===== src/rtl/uart_cmd_pkg.sv =====
// Shared opcodes, operand addresses and parser state type for the UART command parser.
package uart_cmd_pkg;

    localparam logic [7:0] CMD_RF_WR   = 8'hAA;
    localparam logic [7:0] CMD_RF_RD   = 8'hBB;
    localparam logic [7:0] CMD_ALU_OP  = 8'hCC;
    localparam logic [7:0] CMD_ALU_NOP = 8'hDD;

    localparam int unsigned OPA_ADDR = 0;
    localparam int unsigned OPB_ADDR = 1;

    typedef enum logic [2:0] {
        ST_IDLE,
        ST_WR_ADDR,
        ST_WR_DATA,
        ST_RD_ADDR,
        ST_OP_A,
        ST_OP_B,
        ST_ALU_FN,
        ST_WAIT_RSP
    } state_e;

endpackage


===== src/rtl/uart_rx_cmd_parser.sv =====
// Command-frame parser between the UART receiver and the register file / ALU.
// Optional UART_CMD_ERR_DROP_EN: bytes flagged with parity/stop errors abort the frame and pulse FRAME_ERR.
module uart_rx_cmd_parser
    import uart_cmd_pkg::*;
#(
    parameter int ADDR_WIDTH = 4,
    parameter int DATA_WIDTH = 8,
    parameter int FUN_WIDTH  = 4
) (
    input  logic                  CLK,
    input  logic                  RST,
    input  logic [DATA_WIDTH-1:0] RX_P_DATA,
    input  logic                  RX_D_VLD,
    input  logic                  RX_PAR_ERR,
    input  logic                  RX_STP_ERR,
    input  logic                  RSP_ACK,
    output logic                  RF_WR_EN,
    output logic                  RF_RD_EN,
    output logic [ADDR_WIDTH-1:0] RF_ADDR,
    output logic [DATA_WIDTH-1:0] RF_WR_DATA,
    output logic                  ALU_EN,
    output logic [FUN_WIDTH-1:0]  ALU_FUN,
    output logic                  CLK_GATE_EN,
    output logic                  OVERRUN,
`ifdef UART_CMD_ERR_DROP_EN
    output logic                  FRAME_ERR,
`endif
    output logic                  BUSY
);

    state_e                state_q, state_d;
    logic                  rf_wr_en_q, rf_wr_en_d;
    logic                  rf_rd_en_q, rf_rd_en_d;
    logic [ADDR_WIDTH-1:0] rf_addr_q, rf_addr_d;
    logic [DATA_WIDTH-1:0] rf_wr_data_q, rf_wr_data_d;
    logic                  alu_en_q, alu_en_d;
    logic [FUN_WIDTH-1:0]  alu_fun_q, alu_fun_d;
    logic                  clk_gate_en_q, clk_gate_en_d;
    logic                  overrun_q, overrun_d;
    logic                  busy_q, busy_d;
    logic                  byte_err_s;

`ifdef UART_CMD_ERR_DROP_EN
    logic                  frame_err_q, frame_err_d;
    assign byte_err_s = RX_D_VLD & (RX_PAR_ERR | RX_STP_ERR);
`else
    logic                  unused_err_s;
    assign unused_err_s = RX_PAR_ERR ^ RX_STP_ERR;
    assign byte_err_s   = 1'b0;
`endif

    // Next-state, strobe and held-field computation
    always_comb begin
        state_d       = state_q;
        rf_wr_en_d    = 1'b0;
        rf_rd_en_d    = 1'b0;
        alu_en_d      = 1'b0;
        overrun_d     = 1'b0;
        rf_addr_d     = rf_addr_q;
        rf_wr_data_d  = rf_wr_data_q;
        alu_fun_d     = alu_fun_q;
        clk_gate_en_d = clk_gate_en_q;

        // While waiting, bytes are never parsed, even in the cycle the ack releases us
        if (state_q == ST_WAIT_RSP) begin
            overrun_d = RX_D_VLD;
            if (RSP_ACK) begin
                state_d = ST_IDLE;
            end else begin
                state_d = ST_WAIT_RSP;
            end
        end else if (byte_err_s) begin
            state_d = ST_IDLE;
        end else if (RX_D_VLD) begin
            case (state_q)
                ST_IDLE: begin
                    case (RX_P_DATA)
                        CMD_RF_WR:   state_d = ST_WR_ADDR;
                        CMD_RF_RD:   state_d = ST_RD_ADDR;
                        CMD_ALU_OP: begin
                            state_d       = ST_OP_A;
                            clk_gate_en_d = 1'b1;
                        end
                        CMD_ALU_NOP: begin
                            state_d       = ST_ALU_FN;
                            clk_gate_en_d = 1'b1;
                        end
                        default:     state_d = ST_IDLE;
                    endcase
                end
                ST_WR_ADDR: begin
                    rf_addr_d = RX_P_DATA[ADDR_WIDTH-1:0];
                    state_d   = ST_WR_DATA;
                end
                ST_WR_DATA: begin
                    rf_wr_data_d = RX_P_DATA;
                    rf_wr_en_d   = 1'b1;
                    state_d      = ST_IDLE;
                end
                ST_RD_ADDR: begin
                    rf_addr_d  = RX_P_DATA[ADDR_WIDTH-1:0];
                    rf_rd_en_d = 1'b1;
                    state_d    = ST_WAIT_RSP;
                end
                ST_OP_A: begin
                    rf_addr_d    = ADDR_WIDTH'(OPA_ADDR);
                    rf_wr_data_d = RX_P_DATA;
                    rf_wr_en_d   = 1'b1;
                    state_d      = ST_OP_B;
                end
                ST_OP_B: begin
                    rf_addr_d    = ADDR_WIDTH'(OPB_ADDR);
                    rf_wr_data_d = RX_P_DATA;
                    rf_wr_en_d   = 1'b1;
                    state_d      = ST_ALU_FN;
                end
                ST_ALU_FN: begin
                    alu_fun_d = RX_P_DATA[FUN_WIDTH-1:0];
                    alu_en_d  = 1'b1;
                    state_d   = ST_WAIT_RSP;
                end
                default: state_d = ST_IDLE;
            endcase
        end else begin
            state_d = state_q;
        end

        // The ALU clock gate only survives while a CC/DD frame is still in flight
        if (state_d == ST_IDLE) begin
            clk_gate_en_d = 1'b0;
        end else begin
            clk_gate_en_d = clk_gate_en_d;
        end
        busy_d = (state_d != ST_IDLE);
    end

    // State and registered-output update with synchronous active-low reset
    always_ff @(posedge CLK) begin
        if (!RST) begin
            state_q       <= ST_IDLE;
            rf_wr_en_q    <= 1'b0;
            rf_rd_en_q    <= 1'b0;
            rf_addr_q     <= '0;
            rf_wr_data_q  <= '0;
            alu_en_q      <= 1'b0;
            alu_fun_q     <= '0;
            clk_gate_en_q <= 1'b0;
            overrun_q     <= 1'b0;
            busy_q        <= 1'b0;
        end else begin
            state_q       <= state_d;
            rf_wr_en_q    <= rf_wr_en_d;
            rf_rd_en_q    <= rf_rd_en_d;
            rf_addr_q     <= rf_addr_d;
            rf_wr_data_q  <= rf_wr_data_d;
            alu_en_q      <= alu_en_d;
            alu_fun_q     <= alu_fun_d;
            clk_gate_en_q <= clk_gate_en_d;
            overrun_q     <= overrun_d;
            busy_q        <= busy_d;
        end
    end

`ifdef UART_CMD_ERR_DROP_EN
    // Errored bytes only count as frame errors when not already waiting for a response
    always_comb begin
        frame_err_d = byte_err_s & (state_q != ST_WAIT_RSP);
    end

    // Frame-error pulse register
    always_ff @(posedge CLK) begin
        if (!RST) begin
            frame_err_q <= 1'b0;
        end else begin
            frame_err_q <= frame_err_d;
        end
    end

    assign FRAME_ERR = frame_err_q;
`endif

    assign RF_WR_EN    = rf_wr_en_q;
    assign RF_RD_EN    = rf_rd_en_q;
    assign RF_ADDR     = rf_addr_q;
    assign RF_WR_DATA  = rf_wr_data_q;
    assign ALU_EN      = alu_en_q;
    assign ALU_FUN     = alu_fun_q;
    assign CLK_GATE_EN = clk_gate_en_q;
    assign OVERRUN     = overrun_q;
    assign BUSY        = busy_q;

endmodule


===== config.mk =====
export PLATFORM = sky130hd
export DESIGN_NAME = uart_rx_cmd_parser
export DESIGN_NICKNAME = d
export VERILOG_FILES = /design/src/rtl/uart_cmd_pkg.sv /design/src/rtl/uart_rx_cmd_parser.sv
export SDC_FILE = /design/constraint.sdc
export NUM_CORES = 1
export LEC_CHECK = 0
export CORE_MARGIN = 1
export CORE_UTILIZATION = 44
export DETAILED_ROUTE_END_ITERATION = 10
export GPL_TIMING_DRIVEN = 1
export PLACE_DENSITY = 0.85
export SLEW_MARGIN = 20
export SYNTH_ARGS = -nofsm -noshare
export SYNTH_HDL_FRONTEND = slang
export SYNTH_SLANG_ARGS = --single-unit

===== constraint.sdc =====
create_clock -name CLK -period 1.3 [get_ports CLK]
set_input_delay 0.195 -clock CLK [delete_from_list [all_inputs] [get_ports CLK]]
set_output_delay 0.195 -clock CLK [all_outputs]
set_load 0.02 [all_outputs]

==> results.sh <==
export IMPL_global_route_overflow_total=0
export IMPL_post_route_drc_count=0
export IMPL_path_delay_family="compound AO/OA/AOI/OAI gates"
export IMPL_route_detailed_vias_per_inst=5.58
export IMPL_post_place_ws_ns=-0.376
export IMPL_detail_route_iter0_violations=25
export IMPL_synth_net_count=125
export IMPL_groute_usage_overall=0.223
export IMPL_grt_max_degree=15
export IMPL_post_place_cells=183
export IMPL_critical_path_max_stage_delay_ns=0.40
export IMPL_postSynthRegisterBits=25
export IMPL_worstMarginPinSlew_ns=0.405
export IMPL_clk_transition_reported_paths_ns=0.14
export IMPL_floorplan_core_area_um2=2280
export IMPL_criticalPathCategory="reg -> reg"
export IMPL_antenna_cells_inserted=0
export IMPL_post_layout_minimum_cycle_time_ns=1.28
export IMPL_avgSynthCellArea_um2=9.87
export IMPL_initial_core_util=0.482
export IMPL_die_ar_um2=2690
export IMPL_worst_ep_arrival_time_ns=1.50
export IMPL_antenna_violations_before_repair=0
export IMPL_cts_tree="built"
export IMPL_yosys_area_top_type_share=0.457
export IMPL_synth_area_top_cells="dfxtp_1, mux2i_1, nor2_1"
export IMPL_finalHoldViolCount=0
export IMPL_hold_path_class="in -> reg"
export IMPL_synth_flop_cell="dfxtp_1"
export IMPL_route_vias_total=1061
export IMPL_port_buffer_count=33
export IMPL_row_count=17
export IMPL_area_growth_syn_to_layout_pct=53.0
export IMPL_max_cap_viol_count=0
export IMPL_yosysUniqueCellTypes=31
export IMPL_ir_drop_v=0.000895
export IMPL_crit_buf_inv=1
export IMPL_post_synth_top_count_cell="dfxtp_1"
export IMPL_number_of_nets_at_the_end_of_the_flow=177
export IMPL_crit_path_end_kind="flip-flop"
export IMPL_power_report_internal_total_mw=0.947
export IMPL_timing_final_setup_violations=0
export IMPL_clockPowerShare=0.285
export IMPL_synth_edf_count=0
export IMPL_detail_route_antenna_nets=0
export IMPL_rsz_0062_raised_after_global_routing="true"
export IMPL_routedWlPerCell_um=17.1
export IMPL_powerDensity_nw_per_um2=752
export IMPL_total_leakage_power_nw=0.851
export IMPL_post_dp_hpwl_um=1920
export IMPL_outcome="completed"
export IMPL_crit_path_start_kind="flip-flop"
export IMPL_ioPinCount=36
export IMPL_later_pin_clock_latency_in_the_skew_report_ns=0.33
export IMPL_dieWidth_um=51.9
export IMPL_first_pass_grt_wire_length_um=4420
export IMPL_synth_cell_area_um2=1100
export IMPL_synth_async_reset_ratio=0
export IMPL_place_gp_congestion=0.827
export IMPL_layout_worst_path_cycle_share=0.987
export IMPL_fmax_mhz=779
export IMPL_post_route_cells_drive_above_1_share=0.284
export IMPL_share_seq_of_total_power=0.606
export IMPL_setup_tns_final_ns=0
export IMPL_yosysTopAreaCell="dfxtp_1"
export IMPL_clock_sinks=25
export IMPL_critPathSlowestCell="dfxtp_4"
export IMPL_htree_levels=1
export IMPL_firstDrtPassIters=4
export IMPL_crit_path_max_fanout=5
export IMPL_report_final_slew_viol_count=0
export IMPL_power_share_combinational=0.110
export IMPL_syn_inst=111
export IMPL_drt_total_wl_um=3240
export IMPL_yosys_warnings=0
export IMPL_final_setup_worst_slack_ns=0.0168
export IMPL_netlist_top_cells_count="dfxtp_1, nor2_1, mux2i_1"
export IMPL_tritoncts_num_buffers=3
export IMPL_cp_cell_sequence="buf_6 > nand3_1 > a32o_2 > a21oi_2 > a31oi_1"
export IMPL_seq_area_frac_synth=0.457
export IMPL_worst_slew_margin_rel=0.730
export IMPL_final_cells=190
export IMPL_final_setup_skew_ns=0.00689
export IMPL_first_global_vias=1003
export IMPL_swShare=0.249
export IMPL_clock_tree_root_buffer_cell="clkbuf_4"
export IMPL_die_h_um=51.9
export IMPL_required_ns=1.52
export IMPL_total_switching_power_mw=0.314
export IMPL_ctsLongestPathBuffers=2
worst min-delay path, stage by stage:
cell,delay (ns)
dlymetal6s2s_1,0.13
mux2i_1,0.08
nor2_1,0.07
final timing paths:
path / startpoint / end / slack (ns) / cells after the start
max: state_q[1] / CLK_GATE_EN / 0.02 / 5
min: RX_P_DATA[6] / RF_WR_DATA[6] / 0.19 / 3
max reg2reg: state_q[1] / CLK_GATE_EN / 0.02 / 5
min reg2reg: RF_ADDR[3] / RF_ADDR[3] / 0.46 / 2
registers in the layout, summed over array words and instances, names as in the netlist, 3 cells and up:
name	cells
RF_WR_DATA	8
ALU_FUN	4
RF_ADDR	4
state_q	3
power by group through the flow:
stage | logic [mW] | clock network, mW | registers (mW)
6_report | 0.138 | 0.359 | 0.764
5_1_grt | 0.143 | 0.405 | 0.765
4_1_cts | 0.127 | 0.358 | 0.770
3_5_place_dp | 0.125 | 0 | 0.787
3_3_place_gp | 0.123 | 0 | 0.786
2_1_floorplan | 0.0423 | 0 | 0.788
what timing repair did:
action                     CTS  global route
gates resized for setup     30            20
setup endpoints to repair   34            12
gates cloned                 0             1
buffers inserted             1             1
hold buffers                 0             0
pin swaps                    1             6
metal layers:
metal,up-vias,wire length [um],share of wire,global-route usage
met5,-,0,0,0
met4,0,104,0.032,0.104
met3,14,221,0.068,0.0468
met2,53,1630,0.50,0.391
met1,504,1280,0.40,0.254
li1,490,-,-,-
cells by family after synthesis:
group / Yosys count / synth area share
XOR/XNOR: 1 / 0.00799
flip-flops: 25 / 0.457
AND/OR/NAND/NOR: 47 / 0.268
buffers and inverters: 9 / 0.0479
AO/OA/AOI/OAI: 16 / 0.100
multiplexers: 13 / 0.119
stage by stage:
stage          power [mW]  hold slack [ns]  cell area, um^2  utilization
2_1_floorplan       0.830            0.333             1100            -
3_3_place_gp        0.909            0.442             1570        0.689
3_5_place_dp        0.912            0.447             1570        0.689
4_1_cts              1.25            0.463             1600        0.701
5_1_grt              1.31            0.194             1680        0.737
6_report             1.26            0.192             1680        0.737
cell usage in the layout (no fill, tap or decap), drive strengths merged, types with 2 or more instances in the layout:
cell	n
nand4bb	3
o21ai	2
nor3b	3
nand2b	4
clkdlybuf4s50	6
nor2	19
mux2i	13
dfxtp	25
clkbuf	3
a21oi	6
nand3	3
dlygate4sd2	22
dlymetal6s2s	4
a31oi	3
nand2	7
nand4b	4
buf	22
layout make-up:
cell class	instances	area, um^2
multi-input cells	77	601
clock buffers	3	22.5
fillers	163	599
clock inverters	1	5.00
flip-flops and latches	25	512
repair buffers	55	498
well taps	28	35.0
inverters	1	3.75
(Power assumes the default switching activity.)
